File: src/rtl/tap_apb_master_pkg.sv
// Shared widths, completion codes and FSM encoding for the TAP-to-APB requester.
package tap_apb_master_pkg;

   localparam int ADDR_WIDTH = 32;
   localparam int DATA_WIDTH = 32;
   localparam int ERR_WIDTH  = 2;

   typedef enum logic [ERR_WIDTH-1:0] {
      FAIL_DONE         = 2'b00,
      FAIL_INVALID_ADDR = 2'b01,
      FAIL_SLV_ERR      = 2'b10,
      FAIL_TIMEOUT      = 2'b11
   } fail_e;

   typedef enum logic [2:0] {
      ST_IDLE   = 3'd0,
      ST_SETUP  = 3'd1,
      ST_ACCESS = 3'd2,
      ST_REJECT = 3'd3,
      ST_RESP   = 3'd4
   } state_e;

   // One extra bit so base+size can run past the top of the address space
   // without wrapping back onto low addresses.
   function automatic logic addr_in_window(input logic [ADDR_WIDTH-1:0] addr,
                                           input logic [ADDR_WIDTH-1:0] base,
                                           input logic [ADDR_WIDTH-1:0] size);
      logic [ADDR_WIDTH:0] a;
      logic [ADDR_WIDTH:0] lo;
      logic [ADDR_WIDTH:0] hi;
      a  = {1'b0, addr};
      lo = {1'b0, base};
      hi = lo + {1'b0, size};
      return (a >= lo) && (a < hi);
   endfunction

endpackage

File: src/rtl/tap_apb_master_if.sv
// TAP request/response handshake plus APB3 bus, bundled for the requester and its peers.
interface tap_apb_master_if;
   import tap_apb_master_pkg::*;

   logic                  TRANSFER_tap_apb;
   logic                  RorW_tap_apb;
   logic [ADDR_WIDTH-1:0] ADDR_tap_apb;
   logic [DATA_WIDTH-1:0] DATA_tap_apb;
   logic                  DONE_apb_tap;
   logic [ERR_WIDTH-1:0]  FAIL_apb_tap;
   logic [DATA_WIDTH-1:0] DATA_apb_tap;

   logic                  PSEL;
   logic                  PENABLE;
   logic                  PWRITE;
   logic [ADDR_WIDTH-1:0] PADDR;
   logic [DATA_WIDTH-1:0] PWDATA;
   logic                  PREADY;
   logic                  PSLVERR;
   logic [DATA_WIDTH-1:0] PRDATA;

   modport master (
      input  TRANSFER_tap_apb, RorW_tap_apb, ADDR_tap_apb, DATA_tap_apb,
      output DONE_apb_tap, FAIL_apb_tap, DATA_apb_tap,
      output PSEL, PENABLE, PWRITE, PADDR, PWDATA,
      input  PREADY, PSLVERR, PRDATA
   );

   modport slave (
      output TRANSFER_tap_apb, RorW_tap_apb, ADDR_tap_apb, DATA_tap_apb,
      input  DONE_apb_tap, FAIL_apb_tap, DATA_apb_tap,
      input  PSEL, PENABLE, PWRITE, PADDR, PWDATA,
      output PREADY, PSLVERR, PRDATA
   );

endinterface

File: src/rtl/tap_apb_master_wdog.sv
// ACCESS-phase watchdog: down-counter loaded on clr, expired at terminal count zero.
module tap_apb_master_wdog #(
   parameter int TIMEOUT_CYC = 256
) (
   input  logic TCK,
   input  logic TRST,
   input  logic clr,
   input  logic en,
   output logic expired
);

   localparam int            CW   = (TIMEOUT_CYC > 1) ? $clog2(TIMEOUT_CYC) : 1;
   localparam logic [CW-1:0] LOAD = CW'(TIMEOUT_CYC - 1);

   logic [CW-1:0] cnt_q;

   always_ff @(posedge TCK or posedge TRST) begin
      if (TRST) begin
         cnt_q <= '0;
      end else if (clr) begin
         cnt_q <= LOAD;
      end else if (en && (cnt_q != '0)) begin
         cnt_q <= cnt_q - CW'(1);
      end
   end

   assign expired = (cnt_q == '0);

endmodule

File: src/rtl/tap_apb_master.sv
// Executes one TAP-issued APB3 read/write at a time and reports DONE/FAIL/DATA back to the TAP.
// Optional ACCESS timeout enabled by defining TAP_APB_TIMEOUT_EN.
//
// state  | meaning
// IDLE   | waiting for TRANSFER_tap_apb strobe
// SETUP  | APB setup phase, PSEL=1 PENABLE=0
// ACCESS | APB access phase, waiting for PREADY (or timeout)
// REJECT | address outside window, no APB cycle issued
// RESP   | DONE_apb_tap high for this one cycle
module tap_apb_master
   import tap_apb_master_pkg::*;
#(
   parameter logic [ADDR_WIDTH-1:0] ADDR_BASE = 32'h0000_0000,
   parameter logic [ADDR_WIDTH-1:0] ADDR_SIZE = 32'h0001_0000
`ifdef TAP_APB_TIMEOUT_EN
   , parameter int TIMEOUT_CYC = 256
`endif
) (
   input logic              TCK,
   input logic              TRST,
   tap_apb_master_if.master bus
);

   state_e                state_q,   state_d;
   logic                  psel_q,    psel_d;
   logic                  penable_q, penable_d;
   logic                  pwrite_q,  pwrite_d;
   logic [ADDR_WIDTH-1:0] paddr_q,   paddr_d;
   logic [DATA_WIDTH-1:0] pwdata_q,  pwdata_d;
   logic                  done_q,    done_d;
   fail_e                 fail_q,    fail_d;
   logic [DATA_WIDTH-1:0] rdata_q,   rdata_d;
   logic                  timed_out;

`ifdef TAP_APB_TIMEOUT_EN
   logic wdog_expired;

   tap_apb_master_wdog #(.TIMEOUT_CYC(TIMEOUT_CYC)) u_wdog (
      .TCK     (TCK),
      .TRST    (TRST),
      .clr     (state_q == ST_SETUP),
      .en      ((state_q == ST_ACCESS) && !bus.PREADY),
      .expired (wdog_expired)
   );

   assign timed_out = wdog_expired;
`else
   assign timed_out = 1'b0;
`endif

   always_ff @(posedge TCK or posedge TRST) begin
      if (TRST) begin
         state_q   <= ST_IDLE;
         psel_q    <= 1'b0;
         penable_q <= 1'b0;
         pwrite_q  <= 1'b0;
         paddr_q   <= '0;
         pwdata_q  <= '0;
         done_q    <= 1'b0;
         fail_q    <= FAIL_DONE;
         rdata_q   <= '0;
      end else begin
         state_q   <= state_d;
         psel_q    <= psel_d;
         penable_q <= penable_d;
         pwrite_q  <= pwrite_d;
         paddr_q   <= paddr_d;
         pwdata_q  <= pwdata_d;
         done_q    <= done_d;
         fail_q    <= fail_d;
         rdata_q   <= rdata_d;
      end
   end

   always_comb begin
      state_d   = state_q;
      psel_d    = psel_q;
      penable_d = penable_q;
      pwrite_d  = pwrite_q;
      paddr_d   = paddr_q;
      pwdata_d  = pwdata_q;
      done_d    = 1'b0;
      fail_d    = fail_q;
      rdata_d   = rdata_q;
      case (state_q)
         ST_IDLE: begin
            if (bus.TRANSFER_tap_apb) begin
               if (addr_in_window(bus.ADDR_tap_apb, ADDR_BASE, ADDR_SIZE)) begin
                  paddr_d  = bus.ADDR_tap_apb;
                  pwrite_d = bus.RorW_tap_apb;
                  pwdata_d = bus.DATA_tap_apb;
                  psel_d   = 1'b1;
                  state_d  = ST_SETUP;
               end else begin
                  state_d  = ST_REJECT;
               end
            end
         end
         ST_SETUP: begin
            penable_d = 1'b1;
            state_d   = ST_ACCESS;
         end
         ST_ACCESS: begin
            // PREADY on the terminal watchdog cycle still completes normally
            if (bus.PREADY) begin
               psel_d    = 1'b0;
               penable_d = 1'b0;
               done_d    = 1'b1;
               fail_d    = bus.PSLVERR ? FAIL_SLV_ERR : FAIL_DONE;
               rdata_d   = (bus.PSLVERR || pwrite_q) ? '0 : bus.PRDATA;
               state_d   = ST_RESP;
            end else if (timed_out) begin
               psel_d    = 1'b0;
               penable_d = 1'b0;
               done_d    = 1'b1;
               fail_d    = FAIL_TIMEOUT;
               rdata_d   = '0;
               state_d   = ST_RESP;
            end
         end
         ST_REJECT: begin
            done_d  = 1'b1;
            fail_d  = FAIL_INVALID_ADDR;
            rdata_d = '0;
            state_d = ST_RESP;
         end
         ST_RESP: begin
            state_d = ST_IDLE;
         end
         default: begin
            state_d = ST_IDLE;
         end
      endcase
   end

   assign bus.PSEL         = psel_q;
   assign bus.PENABLE      = penable_q;
   assign bus.PWRITE       = pwrite_q;
   assign bus.PADDR        = paddr_q;
   assign bus.PWDATA       = pwdata_q;
   assign bus.DONE_apb_tap = done_q;
   assign bus.FAIL_apb_tap = fail_q;
   assign bus.DATA_apb_tap = rdata_q;

endmodule

File: src/flat_wrapper.sv
// flat-port wrapper written by rule: the top's interface ports become plain ports
module tap_apb_master_flat import tap_apb_master_pkg::*;
#(
   parameter logic [ADDR_WIDTH-1:0] ADDR_BASE = 32'h0000_0000,
   parameter logic [ADDR_WIDTH-1:0] ADDR_SIZE = 32'h0001_0000

)
  (TCK, TRST, bus_TRANSFER_tap_apb, bus_RorW_tap_apb, bus_ADDR_tap_apb, bus_DATA_tap_apb, bus_DONE_apb_tap, bus_FAIL_apb_tap, bus_DATA_apb_tap, bus_PSEL, bus_PENABLE, bus_PWRITE, bus_PADDR, bus_PWDATA, bus_PREADY, bus_PSLVERR, bus_PRDATA);
  tap_apb_master_if bus_i ();
  input logic TCK;
  input logic TRST;
  input wire logic [$bits(bus_i.TRANSFER_tap_apb)-1:0] bus_TRANSFER_tap_apb;
  input wire logic [$bits(bus_i.RorW_tap_apb)-1:0] bus_RorW_tap_apb;
  input wire logic [$bits(bus_i.ADDR_tap_apb)-1:0] bus_ADDR_tap_apb;
  input wire logic [$bits(bus_i.DATA_tap_apb)-1:0] bus_DATA_tap_apb;
  output wire logic [$bits(bus_i.DONE_apb_tap)-1:0] bus_DONE_apb_tap;
  output wire logic [$bits(bus_i.FAIL_apb_tap)-1:0] bus_FAIL_apb_tap;
  output wire logic [$bits(bus_i.DATA_apb_tap)-1:0] bus_DATA_apb_tap;
  output wire logic [$bits(bus_i.PSEL)-1:0] bus_PSEL;
  output wire logic [$bits(bus_i.PENABLE)-1:0] bus_PENABLE;
  output wire logic [$bits(bus_i.PWRITE)-1:0] bus_PWRITE;
  output wire logic [$bits(bus_i.PADDR)-1:0] bus_PADDR;
  output wire logic [$bits(bus_i.PWDATA)-1:0] bus_PWDATA;
  input wire logic [$bits(bus_i.PREADY)-1:0] bus_PREADY;
  input wire logic [$bits(bus_i.PSLVERR)-1:0] bus_PSLVERR;
  input wire logic [$bits(bus_i.PRDATA)-1:0] bus_PRDATA;
  assign bus_i.TRANSFER_tap_apb = bus_TRANSFER_tap_apb;
  assign bus_i.RorW_tap_apb = bus_RorW_tap_apb;
  assign bus_i.ADDR_tap_apb = bus_ADDR_tap_apb;
  assign bus_i.DATA_tap_apb = bus_DATA_tap_apb;
  assign bus_DONE_apb_tap = bus_i.DONE_apb_tap;
  assign bus_FAIL_apb_tap = bus_i.FAIL_apb_tap;
  assign bus_DATA_apb_tap = bus_i.DATA_apb_tap;
  assign bus_PSEL = bus_i.PSEL;
  assign bus_PENABLE = bus_i.PENABLE;
  assign bus_PWRITE = bus_i.PWRITE;
  assign bus_PADDR = bus_i.PADDR;
  assign bus_PWDATA = bus_i.PWDATA;
  assign bus_i.PREADY = bus_PREADY;
  assign bus_i.PSLVERR = bus_PSLVERR;
  assign bus_i.PRDATA = bus_PRDATA;
  tap_apb_master #(.ADDR_BASE(ADDR_BASE), .ADDR_SIZE(ADDR_SIZE)) u_core (.TCK(TCK), .TRST(TRST), .bus(bus_i));
endmodule
File: config.mk
export PLATFORM = sky130hd
export DESIGN_NAME = tap_apb_master_flat
export DESIGN_NICKNAME = d
export VERILOG_FILES = /design/src/rtl/tap_apb_master_pkg.sv /design/src/rtl/tap_apb_master_if.sv /design/src/rtl/tap_apb_master_wdog.sv /design/src/rtl/tap_apb_master.sv /design/src/flat_wrapper.sv
export SDC_FILE = /design/constraint.sdc
export NUM_CORES = 1
export LEC_CHECK = 0
export ABC_AREA = 1
export CAP_MARGIN = 25
export CORE_MARGIN = 4
export CORE_UTILIZATION = 41
export CTS_CLUSTER_SIZE = 10
export DETAILED_ROUTE_END_ITERATION = 6
export GPL_ROUTABILITY_DRIVEN = 0
export PLACE_DENSITY = 0.81
export SETUP_SLACK_MARGIN = 0.5
export SYNTH_ARGS = -nofsm -noshare
export SYNTH_HDL_FRONTEND = slang
export SYNTH_SLANG_ARGS = --single-unit
File: constraint.sdc
create_clock -name TCK -period 3.9 [get_ports TCK]
set_input_delay 0.78 -clock TCK [delete_from_list [all_inputs] [get_ports TCK]]
set_output_delay 0.78 -clock TCK [all_outputs]
set_load 0.03 [all_outputs]
Word level (Yosys, flattened, before mapping)
Index checks and enable logic that the tools add are counted.
{ "op_classes": {"magnitude_cmp": 1, "eq_ne": 6, "mux": 17, "reduce_logical": 10} }
{ "ops": {"columns": ["cell", "n"], "rows": [
  ["two-way mux 32 bit", 2],
  ["case mux 32 bit (2 select lines)", 1],
  ["< comparator 32 x 17 -> 1 bit (second input constant)", 1],
  ["case mux 3 bit (4 select lines)", 1],
  ["== test 3 x 2 -> 1 bit (second input constant)", 2],
  ["two-way mux 2 bit", 3],
  ["two-way mux 3 bit", 2],
  ["case mux 1 bit (2 select lines)", 3],
  ["AND reduction 2 bit", 3],
  ["nonzero test 2 bit", 3],
  ["two-way mux 1 bit", 4],
  ["inequality test 2 bit (second input constant)", 2],
  ["case mux 2 bit (2 select lines)", 1],
  ["AND reduction 4 bit", 1],
  ["== test 3 x 1 -> 1 bit (second input constant)", 1],
  ["logical NOT 3 bit", 1],
  ["AND reduction 3 bit", 1],
  ["inequality test 2 x 1 -> 1 bit (second input constant)", 1],
  ["logical OR 1 bit", 1]
]} }
{ "totals": {"reg_bits": 105, "inputBits": 102, "out_inout_bits": 102, "elab_cells": 43} }

Longest topological paths before layout
Gate-level depths: netlist of run 1.
{ "logic_depth": {"depth_word": 4, "depth_mapped": 9, "depth_no_buf": 8} }

Least setup slack after synthesis of run 1
No wires, ideal clock.
{ "synth_path": {"path_kind": "input to register", "start": "input bus_ADDR_tap_apb[16]", "end": "register u_core.paddr_q[0] (netlist: u_core.bus.PADDR[0])", "setup_time_ps": 118, "arrival_time_ps": 1648, "t_required_ps": 3782, "path_slack_ps": 2134, "path_stages": 8, "n_path_buf": 2, "path_cell_list": "nor2_1 -> nand2_1 -> nor2_2 -> nand4_1 -> buf_2 -> buf_6 -> nand2_1 -> nand2_1"} }
{ "synth_between": {"elab_chain_len": 2} }
{ "synth_rtl": {"columns": ["item", "line", "source"], "rows": [
  ["start, declared", "flat_wrapper.sv:14", "input wire logic [$bits(bus_i.ADDR_tap_apb)-1:0] bus_ADDR_tap_apb;"],
  ["< comparator 32 x 17 -> 1 bit", "tap_apb_master_pkg.sv:34", "return (a >= lo) && (a < hi);"],
  ["AND reduction 3 bit (no source line)", null, null],
  ["end signal, assigned", "tap_apb_master.sv:67", "paddr_q <= paddr_d;"],
  ["end, declared", "tap_apb_master.sv:28", "logic [ADDR_WIDTH-1:0] paddr_q, paddr_d;"]
]} }
No other way between the ends.
A chain may end at the register's enable or synchronous reset.

Worst setup path after layout of run 1
{ "layout_path": {"start": "input bus_ADDR_tap_apb[29]", "end": "register u_core.psel_q (netlist: u_core.bus.PSEL)"} }
{ "layout_between": {"elab_chain_len": 3} }
{ "layout_rtl": {"columns": ["item", "line", "source"], "rows": [
  ["< comparator 32 x 17 -> 1 bit", "tap_apb_master_pkg.sv:34", null],
  ["inequality test 2 x 1 -> 1 bit (no source line)", null, null],
  ["AND reduction 4 bit (no source line)", null, null],
  ["end signal, assigned", "tap_apb_master.sv:64", "psel_q <= psel_d;"],
  ["end, declared", "tap_apb_master.sv:25", "logic psel_q, psel_d;"]
]} }
No other way between the ends.

==> results of run 1 <==
-- worst reg2reg max path, cell delays in order (launching register included) --
cell and delay, ns:
dfrtp_1 0.42, nor2_2 0.15, nand2_1 0.14, nor2_4 0.65
buf_4 0.33, nand4_1 0.12, nand2_1 0.11
-- final timing paths --
kind	start	end	slack, ns	cells past startpoint
min in group asynchronous	TRST	u_core.state_q[1]$_DFFE_PP0P_	0.69	2
max	bus_ADDR_tap_apb[29]	u_core.bus.PSEL$_DFFE_PP0P_	1.58	10
max in group asynchronous	TRST	u_core.bus.PWDATA[19]$_DFFE_PP0P_	2.68	3
max reg2reg	u_core.state_q[0]$_DFFE_PP0P_	u_core.bus.PADDR[10]$_DFFE_PP0P_	1.92	6
min reg2reg	u_core.bus.PADDR[18]$_DFFE_PP0P_	u_core.bus.PADDR[18]$_DFFE_PP0P_	0.47	2
min	u_core.bus.PADDR[18]$_DFFE_PP0P_	u_core.bus.PADDR[18]$_DFFE_PP0P_	0.47	2
-- stage by stage --
step | instances | hold slack (ns) | setup slack (ns)
5_1_grt | 790 | 0.500 | 1.40
2_1_floorplan | 462 | 0.560 | 1.86
3_3_place_gp | 772 | 0.449 | 1.23
6_report | 790 | 0.474 | 1.58
4_1_cts | 789 | 0.477 | 1.57
3_5_place_dp | 773 | 0.452 | 1.18
-- layer usage --
metal | global-route usage [%] | part of all wire (%)
met1 | 24.7 | 40
met2 | 31.2 | 47
met3 | 7.87 | 12
met4 | 6.41 | 1.2
met5 | 0 | 0
-- placed cells by master, fill, tap and decap left out, drive strengths merged --
master | synthesis | routed
clkinvlp | 0 | 1
nor3b | 1 | 1
clkdlybuf4s50 | 0 | 203
nand2 | 169 | 169
clkbuf | 6 | 12
nor2 | 44 | 44
clkinv | 0 | 2
dfrtp | 105 | 105
nand3 | 5 | 5
o21ai | 1 | 1
buf | 26 | 8
or2 | 1 | 1
a21oi | 32 | 32
nand4 | 50 | 50
bufinv | 0 | 1
inv | 22 | 22
-- sequential cells by signal, indices dropped and copies added, names as in the netlist --
name,count
u_core.bus.DATA_apb_tap,32
u_core.bus.PENABLE,1
u_core.bus.DONE_apb_tap,1
u_core.bus.PWRITE,1
u_core.bus.PWDATA,32
u_core.bus.PSEL,1
u_core.bus.PADDR,32
u_core.bus.FAIL_apb_tap,2
u_core.state_q,3
-- kinds of logic after synthesis --
logic type,count (synthesis),synth area share (%)
compound gates,33,3.88
simple gates,270,27.6
flops,105,61.8
buf+inv,54,6.74
-- power groups by stage --
stage / Combinational [mW] / Clock [mW] / Sequential, mW
final: 1.53 / 0.703 / 1.42
after global routing: 1.67 / 0.770 / 1.45
after CTS: 1.53 / 0.727 / 1.43
after detailed placement: 1.53 / 0 / 1.45
after global placement: 1.49 / 0 / 1.44
after floorplan: 0.536 / 0 / 1.83
-- final cells by class --
type                    count  area [um^2]
multi-input cells         303         1370
flip-flops and latches    105         2630
inverters                  22         86.3
repair buffers            211         2130
clock inverters             4         48.8
well taps                 133          166
fillers                   788         3370
clock buffers              12          165
==> metrics.yaml, run 1 <==
sta:
  fmax_mhz: 431
  skew_ns: 0.0151
  worstMarginPinSlew_ns: 0.821
  rsz0062_at_grt: "false"
  slew_headroom_pct: 45.1
  tns_ns: 0
  setup_viol: 0
  post-route-period-util_pct: 59.6
  min_period_ns: 2.32
  hold_violations: 0
  slew_viol_final: 0
route:
  avgViaCountPerCell: 4.86
  drt_iter0_markers: 235
  drc_errors: 0
  via_count: 3837
  post_drt_wl_per_cell_um: 14.8
  drt-total-wl_mm: 11.7
  ant_nets: 0
  drtPass1Iterations: 4
layout:
  final_area_um2: 6590
  antenna_cells: 0
  areaGrowthSynthToFinish_pct: 54.9
  finalCoreUtilization_pct: 66.2
  nets: 754
  final_layout_size_suffix_gt1_share_pct: 5.63
power_and_ir_drop:
  power_frac_clock_pct: 19.2
  net-switching-power_mw: 1.38
  internal_power_mw: 2.28
  pwr_density_cell_nw_per_um2: 555
  p_total_mw: 3.66
  power.share.switching_pct: 37.7
  comb_power_share_pct: 41.9
  p_leak_nw: 3.18
  ir_drop_mv: 0.405
  seq_power_share_pct: 38.9
place:
  hpwl_mm: 8.60
  placed_area_um2: 6350
  port_buffers: 203
yosys:
  yosysUniqueCellTypes: 19
  yosysTopAreaCell: "dfrtp_1"
  ys_async_sr_fraction_pct: 100
  yosysSeqAreaShare_pct: 61.8
  yosys.cell_count.top_type: "nand2_1"
  yosys_warnings: 0
  synth_enable_flop_cells: 0
  syn_nets: 564
  netlist_area_um2: 4250
  synth_area_leaders: "dfrtp_1 (62%), nand2_1 (15%), nand4_1 (7.4%)"
  ys_seq_elements: 105
  synth_top_flop_cell: "dfrtp_1"
  synthTopCellsByCount: "nand2_1 (167), dfrtp_1 (105), nand4_1 (50)"
  yosysTopAreaCellShare_pct: 61.8
  synthCells: 462
  syn_area_per_cell_um2: 9.21
setup_path:
  crit_family: "simple AND/OR/NAND/NOR gates"
  cp-end-kind: "flip-flop"
  cp.arrival_ns: 2.59
  crit_top_cell: "nand2_1"
  cp.buffers_inverters: 2
  path_cells: "clkdlybuf4s50_1 > nor2_1 > nand2_1 > nor2_4 > buf_4 > nand2_1 > nand2_1 > nand2_1 > nand2_1 > nand2_1"
  cpPeakStageDelay_ns: 0.40
  required_ns: 4.16
  worst-path-max-fanout: 34
  critPathKind: "in2reg"
  worst_path_max_delay_cell: "buf_4"
  setup.worst_path.start_class: "input pin"
clocking:
  htreeDepth: 3
  clock_latency_ns: 0.37
  cts_root_buf: "clkbuf_8"
  cts.repair_timing.setup_buffer_count: 0
  clk_pin_slew_ns: 0.10
  cts.sinks: 105
  cts_buffers: 9
  clk_path_buf_depth: 2
  cts_resized: 0
  cts_tree: "done"
  cts_hold_buf: 0
floorplan:
  die_h_um: 110
  die_area_um2: 12100
  dieWidth_um: 110
  core-area_um2: 9950
  io_pins: 204
  initial_core_util_pct: 42.7
  num_rows: 36
job:
  cap_violations: 0
run_status:
  status: "complete, no violations"
global_route:
  grt_overflow: 0
  grt_pass1_vias: 3777
  grt_pass1_wl_mm: 18.5
  antenna_found_initial: 0
  track_usage_pct: 19.7
  grt_max_degree: 66
worst_hold_path:
  hp-class: "reg2reg"
Note: power is estimated with default switching activity, not from simulation.
==> run 2, diff against run 1 <==
Settings changed: CORE_UTILIZATION 41 to 37, PLACE_DENSITY 0.81 to 0.77.
Clock period 3.9 ns to 2.1 ns, I/O delays scaled along.
==> metrics.yaml, run 2 (synthesis gave the netlist of run 1 again) <==
run_status:
  status: "complete, no violations"
floorplan:
  num_rows: 38
  io_pins: 204
  dieWidth_um: 115
  die_h_um: 115
  die_area_um2: 13300
  core-area_um2: 11000
  initial_core_util_pct: 38.6
power_and_ir_drop:
  comb_power_share_pct: 39.4
  pwr_density_cell_nw_per_um2: 1050
  seq_power_share_pct: 37.4
  p_leak_nw: 3.66
  power.share.switching_pct: 38.3
  internal_power_mw: 4.36
  power_frac_clock_pct: 23.2
  net-switching-power_mw: 2.71
  ir_drop_mv: 0.878
  p_total_mw: 7.07
setup_path:
  path_cells: "dlygate4sd2_1"
  cp.arrival_ns: 1.13
  setup.worst_path.start_class: "flip-flop"
  cpPeakStageDelay_ns: 0.42
  worst-path-max-fanout: 2
  cp-end-kind: "primary output"
  crit_family: "buffers and inverters"
  worst_path_max_delay_cell: "dlygate4sd2_1"
  required_ns: 1.68
  cp.buffers_inverters: 1
  critPathKind: "reg2out"
global_route:
  grt_max_degree: 106
  track_usage_pct: 18.4
  grt_overflow: 0
  antenna_found_initial: 0
  grt_pass1_vias: 4047
  grt_pass1_wl_mm: 19.6
place:
  hpwl_mm: 9.04
  port_buffers: 203
  placed_cells: 784
  dp_slack_ns: 0.189
route:
  met3_length_mm: 1.09
  drtPass1Iterations: 4
  post_drt_wl_per_cell_um: 15.9
  met2_length_mm: 6.38
  drt-total-wl_mm: 12.8
  highest_layer: "met4"
  drc_errors: 0
  met1_length_mm: 5.10
  drt_iter0_markers: 330
  avgViaCountPerCell: 4.93
  via_count: 3970
  ant_nets: 0
sta:
  slew_headroom_pct: 63.3
  layout_setup_ws_ns: 0.549
  tns_ns: 0
  worstMarginPinSlew_ns: 0.551
  post-route-period-util_pct: 73.9
  slew_viol_final: 0
  setup_viol: 0
  min_period_ns: 1.55
  skew_ns: 0.00458
  hold_violations: 0
  fmax_mhz: 645
  rsz0062_at_grt: "true"
clocking:
  clock_latency_ns: 0.33
  clk_path_buf_depth: 2
  clk_pin_slew_ns: 0.07
  cts_root_buf: "clkbuf_16"
  cts.sinks: 105
  cts_hold_buf: 0
  htreeDepth: 3
  cts_buffers: 9
  cts_tree: "done"
layout:
  nets: 762
  antenna_cells: 0
  areaGrowthSynthToFinish_pct: 58.3
  final_layout_size_suffix_gt1_share_pct: 6.62
  layout_commonest_cell: "nand2_1"
  final_cell_mix: "nand2_1 (165), dfrtp_1 (105), clkdlybuf4s50_1 (100), dlygate4sd2_1 (100), nand4_1 (50)"
  final_cells: 805
job:
  cap_violations: 0
worst_hold_path:
  hp-class: "reg2reg"
## run 2: cell types whose count changed in the layout (fill, tap and decap cells not counted), moves of 3 or more
cell             previous run  this run
clkbuf_16                   0        13
clkbuf_1                    0         3
buf_12                      3         6
dlygate4sd2_1               0       100
clkbuf_8                   12         0
clkdlybuf4s50_1           203       100
## run 2: power groups by stage
stage / Sequential (mW) / Clock (mW) / Combinational (mW)
2_1_floorplan: 3.41 / 0 / 0.995
3_3_place_gp: 2.67 / 0 / 2.84
3_5_place_dp: 2.70 / 0 / 2.92
4_1_cts: 2.65 / 1.69 / 2.67
5_1_grt: 2.69 / 1.78 / 3.03
6_report: 2.64 / 1.64 / 2.79
## run 2: final cells by class
cell class | instances | area (um^2)
clock inverters | 4 | 53.8
well taps | 140 | 175
fillers | 982 | 4300
multi-input cells | 303 | 1370
clock buffers | 12 | 236
repair buffers | 219 | 2180
flip-flops and latches | 105 | 2630
inverters | 22 | 86.3
## run 2: through the flow
stage	hold WS, ns	cell area [um^2]	utilization (%)
floorplan	0.556	4260	-
global placement	0.455	6420	58.2
detailed placement	0.457	6420	58.2
CTS	0.469	6580	59.7
global route	0.495	6730	61.0
finish	0.465	6730	61.0
## run 2: final timing paths
path / startpoint / endpoint / slack (ns) / cells after the start
hold / removal: u_core.bus.PADDR[6]$_DFFE_PP0P_ / u_core.bus.PADDR[6]$_DFFE_PP0P_ / 0.46 / 2
setup reg to reg: u_core.state_q[0]$_DFFE_PP0P_ / u_core.bus.DATA_apb_tap[18]$_DFFE_PP0P_ / 0.63 / 8
max in group asynchronous: TRST / u_core.bus.PWDATA[28]$_DFFE_PP0P_ / 1.09 / 3
setup / recovery: u_core.bus.PADDR[12]$_DFFE_PP0P_ / bus_PADDR[12] / 0.55 / 1
hold reg to reg: u_core.bus.PADDR[6]$_DFFE_PP0P_ / u_core.bus.PADDR[6]$_DFFE_PP0P_ / 0.46 / 2
min in group asynchronous: TRST / u_core.bus.DATA_apb_tap[8]$_DFFE_PP0P_ / 0.58 / 3
## run 2: per-layer routing
layer	GRT usage, %	vias to the layer above
met5	0	-
met4	6.03	0
met3	4.95	19
met2	31.3	165
met1	22.7	1891
li1	-	1895
## run 2: what timing repair did
action                     4_1_cts  5_1_grt
setup endpoints to repair      102       57
resized for setup              102       15
pin swaps                        0        4
cloned                           0        4
buffers inserted                 0        1
hold endpoints to repair         0        0
